===== src/rtl/fetch_queue.sv =====
// fetch_queue: fetch PC, writable imem and DEPTH-entry prefetch FIFO with valid/ready delivery and redirect flush
module fetch_queue #(
  parameter int XLEN = 32,
  parameter int IMEM_WORDS = 32,
  parameter int DEPTH = 4,
  parameter logic [XLEN-1:0] RESET_PC = '0
) (
  input  logic                            clk,
  input  logic                            rst,
  input  logic                            redirect,
  input  logic [XLEN-1:0]                 redirect_target,
  input  logic                            inst_ready,
  output logic                            inst_valid,
  output logic [XLEN-1:0]                 inst,
  output logic [XLEN-1:0]                 inst_pc,
  output logic [$clog2(DEPTH+1)-1:0]      count,
  input  logic                            imem_we,
  input  logic [$clog2(IMEM_WORDS)-1:0]   imem_waddr,
  input  logic [XLEN-1:0]                 imem_wdata
);
  localparam int CW = $clog2(DEPTH+1);
  localparam int PW = $clog2(DEPTH);
  localparam int AW = $clog2(IMEM_WORDS);
  typedef enum logic [1:0] {RESET, RUN, FLUSH} state_t;
  state_t state;
  logic [XLEN-1:0] mem [IMEM_WORDS];
  logic [XLEN-1:0] q_inst [DEPTH];
  logic [XLEN-1:0] q_pc [DEPTH];
  logic [PW-1:0] head, tail;
  logic [CW-1:0] cnt;
  logic [XLEN-1:0] fetch_pc, imem_rd;
  logic [XLEN-3:0] widx;
  logic pop, push;
  function automatic logic [PW-1:0] nxt(input logic [PW-1:0] p);
    return p == PW'(DEPTH-1) ? '0 : p + 1'b1;
  endfunction
  always_comb begin
    widx = fetch_pc[XLEN-1:2];
    imem_rd = widx < (XLEN-2)'(IMEM_WORDS) ? mem[widx[AW-1:0]] : '0;
    inst_valid = state == RUN && cnt != '0;
    inst = q_inst[head];
    inst_pc = q_pc[head];
    count = cnt;
    pop = inst_valid && inst_ready && !redirect;
    push = !redirect && (cnt < CW'(DEPTH) || pop);
  end
  always_ff @(posedge clk or posedge rst) begin
    if (rst) begin
      state <= RESET;
      head <= '0;
      tail <= '0;
      cnt <= '0;
      fetch_pc <= RESET_PC;
    end else if (redirect) begin
      state <= FLUSH;
      head <= '0;
      tail <= '0;
      cnt <= '0;
      fetch_pc <= {redirect_target[XLEN-1:2], 2'b00};
    end else begin
      state <= RUN;
      if (push) begin
        tail <= nxt(tail);
        fetch_pc <= fetch_pc + XLEN'(4);
      end
      if (pop) head <= nxt(head);
      cnt <= cnt + CW'(push) - CW'(pop);
    end
  end
  // imem and FIFO payload carry no reset; only pointers/count qualify them
  always_ff @(posedge clk) begin
    if (imem_we && 32'(imem_waddr) < IMEM_WORDS) mem[imem_waddr] <= imem_wdata;
    if (push) begin
      q_inst[tail] <= imem_rd;
      q_pc[tail] <= fetch_pc;
    end
  end
endmodule

===== config.mk =====
export PLATFORM = sky130hd
export DESIGN_NAME = fetch_queue
export DESIGN_NICKNAME = d
export VERILOG_FILES = /design/src/rtl/fetch_queue.sv
export SDC_FILE = /design/constraint.sdc
export NUM_CORES = 1
export LEC_CHECK = 0
export CAP_MARGIN = 0
export CORE_ASPECT_RATIO = 0.9
export CORE_MARGIN = 2
export CORE_UTILIZATION = 50
export DETAILED_ROUTE_END_ITERATION = 10
export PLACE_DENSITY = 0.67
export SLEW_MARGIN = 5
export SYNTH_ARGS = -nofsm -noshare
export SYNTH_HDL_FRONTEND = slang
export SYNTH_SLANG_ARGS = --single-unit

===== constraint.sdc =====
create_clock -name clk -period 3.6 [get_ports clk]
set_clock_uncertainty 0.05 [all_clocks]
set_input_delay 0.72 -clock clk [delete_from_list [all_inputs] [get_ports clk]]
set_output_delay 0.72 -clock clk [all_outputs]
set_load 0.05 [all_outputs]

# Yosys cells after proc, flatten, opt, wreduce, memory -nomap -nowiden
# Memory sizes are Yosys's and may differ from the RTL's.
# Cells that the tools add are included.
# Widths: inputs -> output; s select.
# totals
ff_bits,41
mem_bits_rw,1280
inputBits,74
wordCells,42
n_memories,3
# op_classes
add_sub_neg,5
magnitude_cmp,2
n_eq_ne,3
muxes,15
n_reduce_logical,9
# mem_list
memory,words,word_bits,read_ports,rd_ports_with_merged_regs,wr,line,source
mem,32,32,1,0,1,26,logic [XLEN-1:0] mem [IMEM_WORDS];
q_inst,4,32,1,0,1,27,logic [XLEN-1:0] q_inst [DEPTH];
q_pc,4,32,1,0,1,28,logic [XLEN-1:0] q_pc [DEPTH];
# ops
cell,count
$mux 32,3
$add 32x3->32 const B,1
$lt 30x6->1 const B,1
$mux 2,7
$add 2x1->2 const B,2
$eq 2x2->1 const B,2
$logic_and 1x1->1,4
$mux 1,4
$reduce_bool 2->1,2
$add 3x1->3,1
$lt 3x3->1 const B,1
$mux 3,1
$reduce_bool 3->1,1
$sub 3x1->3,1
$eq 2x1->1 const B,1
$logic_not 1->1,1
$logic_or 1x1->1,1

# Logic depth before layout (Yosys ltp)
# logic_depth
depth_word,9
ltp_mapped,12

# Worst setup path after synthesis
# Ideal clock, no wire load.
# synth_timing
kind,register to register
startpoint,"register cnt[2], in the netlist count[2]"
endpoint,"register cnt[2], in the netlist count[2]"
arrival_time_ns,3.627
path_slack_ns,-0.209
stages_incl_launch_ff,13
path_buffers,1
period_less_slack_ns,3.809
cell_sequence,dfrtp_1 > buf_4 > nor3_1 > nor3b_1 > nand2_1 > nor2_1 > ha_1 > inv_1 > ha_1 > inv_1 > fa_1 > xnor2_1 > nor2_1
# synth_via
elab_chain_cells,9
word_cells_on_any_way,10
classes_between,add/sub (2); order compare (1); mux (1); reduce/logical (6)
# synth_lines
element,line,source
"start, declared",30,logic [CW-1:0] cnt;
"start signal, assigned",67,cnt <= cnt + CW'(push) - CW'(pop);
$reduce_bool 3->1 *,40,inst_valid = state == RUN && cnt != '0;
$logic_and 1x1->1 *,40,
net inst_valid,13,"output logic inst_valid,"
$logic_and 1x1->1 * (2 in a row),44,pop = inst_valid && inst_ready && !redirect;
$logic_or 1x1->1,45,push = !redirect && (cnt < CW'(DEPTH) || pop);
$logic_and 1x1->1,45,
$add 3x1->3,67,
$sub 3x1->3 *,67,
$mux 3 *,54,end else if (redirect) begin
# The timed path passes the listed nets; every way through them passes the cells marked *.
# A chain may end at the register's enable or synchronous reset.

# Worst setup path in the final report
# layout_timing
startpoint,"register cnt[2], in the netlist count[2]"
endpoint,output port inst_valid
# layout_via
elab_chain_cells,2
# layout_lines
element,line
$reduce_bool 3->1,40
$logic_and 1x1->1,40
"end, declared",13
# No other way between the ends.

==> results.md <==
- **area of the mapped netlist** 50500 µm²
- **RSZ-0062 raised after global routing** false
- **post-detail-place hpwl** 63700 µm
- **post-route antenna net violation count** 0
- **post-synthesis share of cell area spent on and, or, nand and nor gates** 2.43%
- **final critical-path required period** 3.41 ns
- **area growth from synthesis to final layout** 16.1%
- **Endpoint, Worst Hold** state[1]$_DFF_PP0_
- **register-to-register setup slack** 0.42 ns
- **total die area** 104000 µm²
- **Fin. Hold Viols** 0
- **transition time of the tightest slew-check pin** 1.23 ns
- **multiplexer share of the synthesized area** 15.8%
- **Gate Count Post-Synth** 2272
- **area of the core region** 100000 µm²
- **worst slack on hold paths** 0.256 ns
- **Wirelength per Cell** 29.3 µm
- **final setup violating endpoints** 0
- **fraction of the yosys area taken by sequential cells** 77.6%
- **count of boundary I/O pins** 142
- **post-synthesis adder-cell area fraction** 0.238%
- **critical register-to-register path endpoint** q_inst[2][26]$_DFFE_PP_
- **wire length of the first global-routing pass** 171000 µm
- **row count** 110
- **Pre-Repair DR Iteration Count** 6
- **number of flops mapped to enable cells by yosys** 1272
- **leakage power total** 18.6 nW
- **Crit path required time** 2.83 ns
- **CP arrival** 2.64 ns
- **sort of element at the end of the critical path** output pin
- **aggregate global routing overflow** 0
- **maximum level of the CTS H-tree** 4
- **final std cells w/o fill** 3992
- **Total Nets Final** 2631
- **number of global-route vias before repair** 25100
- **Vias per Instance** 6.14
- **combinational family with the most area after synthesis** multiplexers
- **Worst path max stage delay** 0.89 ns
- **max cap viols** 0
- **Setup TNS Final** 0 ns
- **parity-gate share of the synthesized area counting xor and xnor cells** 0.503%
- **PnR worst setup slack** 0.192 ns
- **DRC violations left** 0
- **total routing resource utilization after global routing** 23.0%
- **buffers plus inverters on the worst setup path** 1
- **placed cells** 3758
- **deepest clock path buffer count** 3
- **fraction of registers with async set or reset after synthesis** 2.97%
- **maximum number of pins on one net before global-route repair** 54
- **Max stage delay cell, worst path** sky130_fd_sc_hd__clkdlybuf4s50_1
- **worst path cell trace** nor3_1 -> nor3b_2 -> clkdlybuf4s50_1
- **Hold Startpoint** redirect
- **kind of start point of the critical path** flop
- **dominant register cell in the synthesized netlist** sky130_fd_sc_hd__edfxtp_1
- **insertion delay to the later sink of the worst-skew pair** 0.72 ns
- **Achievable Freq** 293 MHz
- **routed wire length** 117000 µm
- **complex-gate fraction of the synthesized area** 2.06%
- **clock transition at the registers of the reported paths** 0.06 ns
- **number of antenna violations at the first check in global routing** 3
- **class of the most critical hold timing path** in -> reg
- **path type of the worst setup path** reg -> out
- **Clock Tree Root** sky130_fd_sc_hd__clkbuf_16
- **total via count after detailed routing** 24500
- **Pwr per Cell Area** 646 nW/µm²
- **fillcell total** 7033
- **average cell area after synthesis** 22.2 µm²
- **most area-consuming cells after synthesis** sky130_fd_sc_hd__edfxtp_1 (76%), sky130_fd_sc_hd__mux4_2 (14%), sky130_fd_sc_hd__dfrtp_1 (1.9%)
- **initial core utilization** 50.5%
- **number of storage elements in the synthesis netlist** 1311
- **IO Port Bufs** 137
- **count of pins over their slew limit** 0
- **clock tree from TritonCTS** built
- **yosys warns** 0
- **worst hold stages** 1
- **DRC violation total after the first TritonRoute iteration** 3041
- **most common library cell in the layout ignoring fill and taps** sky130_fd_sc_hd__edfxtp_1
- **count of hold-fix buffers inserted at cts** 0
- **Cell variety after synth** 51
- **reg-to-reg startpoint** fetch_pc[18]$_DFFE_PP0N_
- **Rel. slew slack** 15.6%
- **final weighted congestion in routability-driven placement** 0.811
- **clk sinks** 1311
- **fraction of final layout cells with drive strength greater than 1** 25.6%
- **proportion of netlist area held by the largest area contributor** 75.7%
- **top cell type by total area after synthesis** sky130_fd_sc_hd__edfxtp_1
- **DIE HEIGHT** 305 µm
- **CP delay by family, top** buffers and inverters
- **result of the run** finished clean
- **logic depth of the worst register-to-register path** 4
- **commonest cells after routing, fill and taps aside** sky130_fd_sc_hd__edfxtp_1 (1272), sky130_fd_sc_hd__mux4_2 (320), sky130_fd_sc_hd__clkbuf_16 (133), sky130_fd_sc_hd__nand2_1 (91), sky130_fd_sc_hd__clkdlybuf4s50_1 (79)
- **period utilisation layout** 94.7%
- **die outline width** 339 µm
- **setup slack at placement** 0.414 ns
- **Max Fanout on Critical Path** 9
- **Max VDD drop** 457 µV
- **number of buffers added by the clock tree synthesis step** 131
## cell type report
type                    count  area [µm²]  share of cell area, %
inverters                  13        48.8                 0.0832
diodes                      2        5.00                0.00854
clock buffers             167        3460                   5.89
repair buffers            263        2840                   4.84
multi-input cells         828       10900                   18.6
flip-flops and latches   1311       39200                   66.9
clock inverters            64         515                  0.879
well taps                1344        1680                   2.87
## flip-flops by register name, indices dropped and copies added, names as in the netlist
| register | count |
|---|---|
| fetch_pc | 30 |
| mem | 1024 |
| q_inst | 128 |
| count | 3 |
| q_pc | 120 |
| state | 2 |
| head | 2 |
| tail | 2 |
## timing repair
action	in CTS	in global routing
buffers inserted	1	0
endpoints found under the setup margin	56	0
resized for setup	58	0
## through the flow
stage	utilization, %	area [µm²]	power, W
detailed placement	54.7	54700	0.0257
global route	58.6	58600	0.0392
global placement	54.7	54700	0.0256
CTS	58.6	58600	0.0382
floorplan	-	50500	0.0233
finish	58.6	58600	0.0379
## synth_stat cells, types with 15 or more instances
master,instances
sky130_fd_sc_hd__a21oi_1,26
sky130_fd_sc_hd__a221oi_1,15
sky130_fd_sc_hd__buf_1,16
sky130_fd_sc_hd__buf_2,24
sky130_fd_sc_hd__buf_4,20
sky130_fd_sc_hd__clkbuf_1,51
sky130_fd_sc_hd__dfrtp_1,39
sky130_fd_sc_hd__edfxtp_1,1272
sky130_fd_sc_hd__mux2i_1,57
sky130_fd_sc_hd__mux4_2,320
sky130_fd_sc_hd__nand2_1,91
sky130_fd_sc_hd__nand3_1,17
sky130_fd_sc_hd__nand4_1,15
sky130_fd_sc_hd__nor2_1,59
sky130_fd_sc_hd__o21ai_0,37
sky130_fd_sc_hd__xor2_1,18
## metal layers
metal | vias to the layer above | track usage, % | wire length [µm]
met5 | - | 0 | 19
li1 | 10100 | - | -
met1 | 13000 | 33.6 | 47400
met2 | 1217 | 35.5 | 55800
met4 | 4 | 6.02 | 2160
met3 | 178 | 5.01 | 11600
## worst max-delay path by stage
stage	end	start	slack [ns]	cells past startpoint
2_1_floorplan	q_inst[1][0]$_DFFE_PP_	inst_ready	0.39	3
3_3_place_gp	q_inst[0][12]$_DFFE_PP_	fetch_pc[2]$_DFFE_PP0N_	0.43	6
3_5_place_dp	q_inst[2][26]$_DFFE_PP_	fetch_pc[2]$_DFFE_PP0N_	0.41	6
4_1_cts	inst_pc[28]	head[1]$_DFFE_PP0P_	0.12	3
5_1_grt	inst[25]	head[0]$_DFFE_PP0P_	0.11	3
6_report	inst_valid	count[2]$_DFF_PP0_	0.19	3
## worst register-to-register path, cell delays in order, from the launching register on
cell and delay [ns]:
sky130_fd_sc_hd__dfrtp_1 0.49, sky130_fd_sc_hd__nor4_1 0.37, sky130_fd_sc_hd__nand4_1 0.19, sky130_fd_sc_hd__or2_2 0.62
sky130_fd_sc_hd__a2111oi_0 1.08
## cells by family (layout without fill, tap and decap cells)
kind of cell    Yosys count  count (layout)
xor+xnor                 29              29
mux                     386             386
buf+inv                 134             507
other cells               1               4
compound gates          149             149
simple gates            253             253
fa+ha+maj                 9               9
flops                  1311            1311
## power breakdown
group / switching (W) / internal (W)
Sequential: 0.000474 / 0.0175
Clock: 0.00550 / 0.00718
Combinational: 0.00397 / 0.00320
Total: 0.00994 / 0.0279
Power figures use the tool's default switching activity.
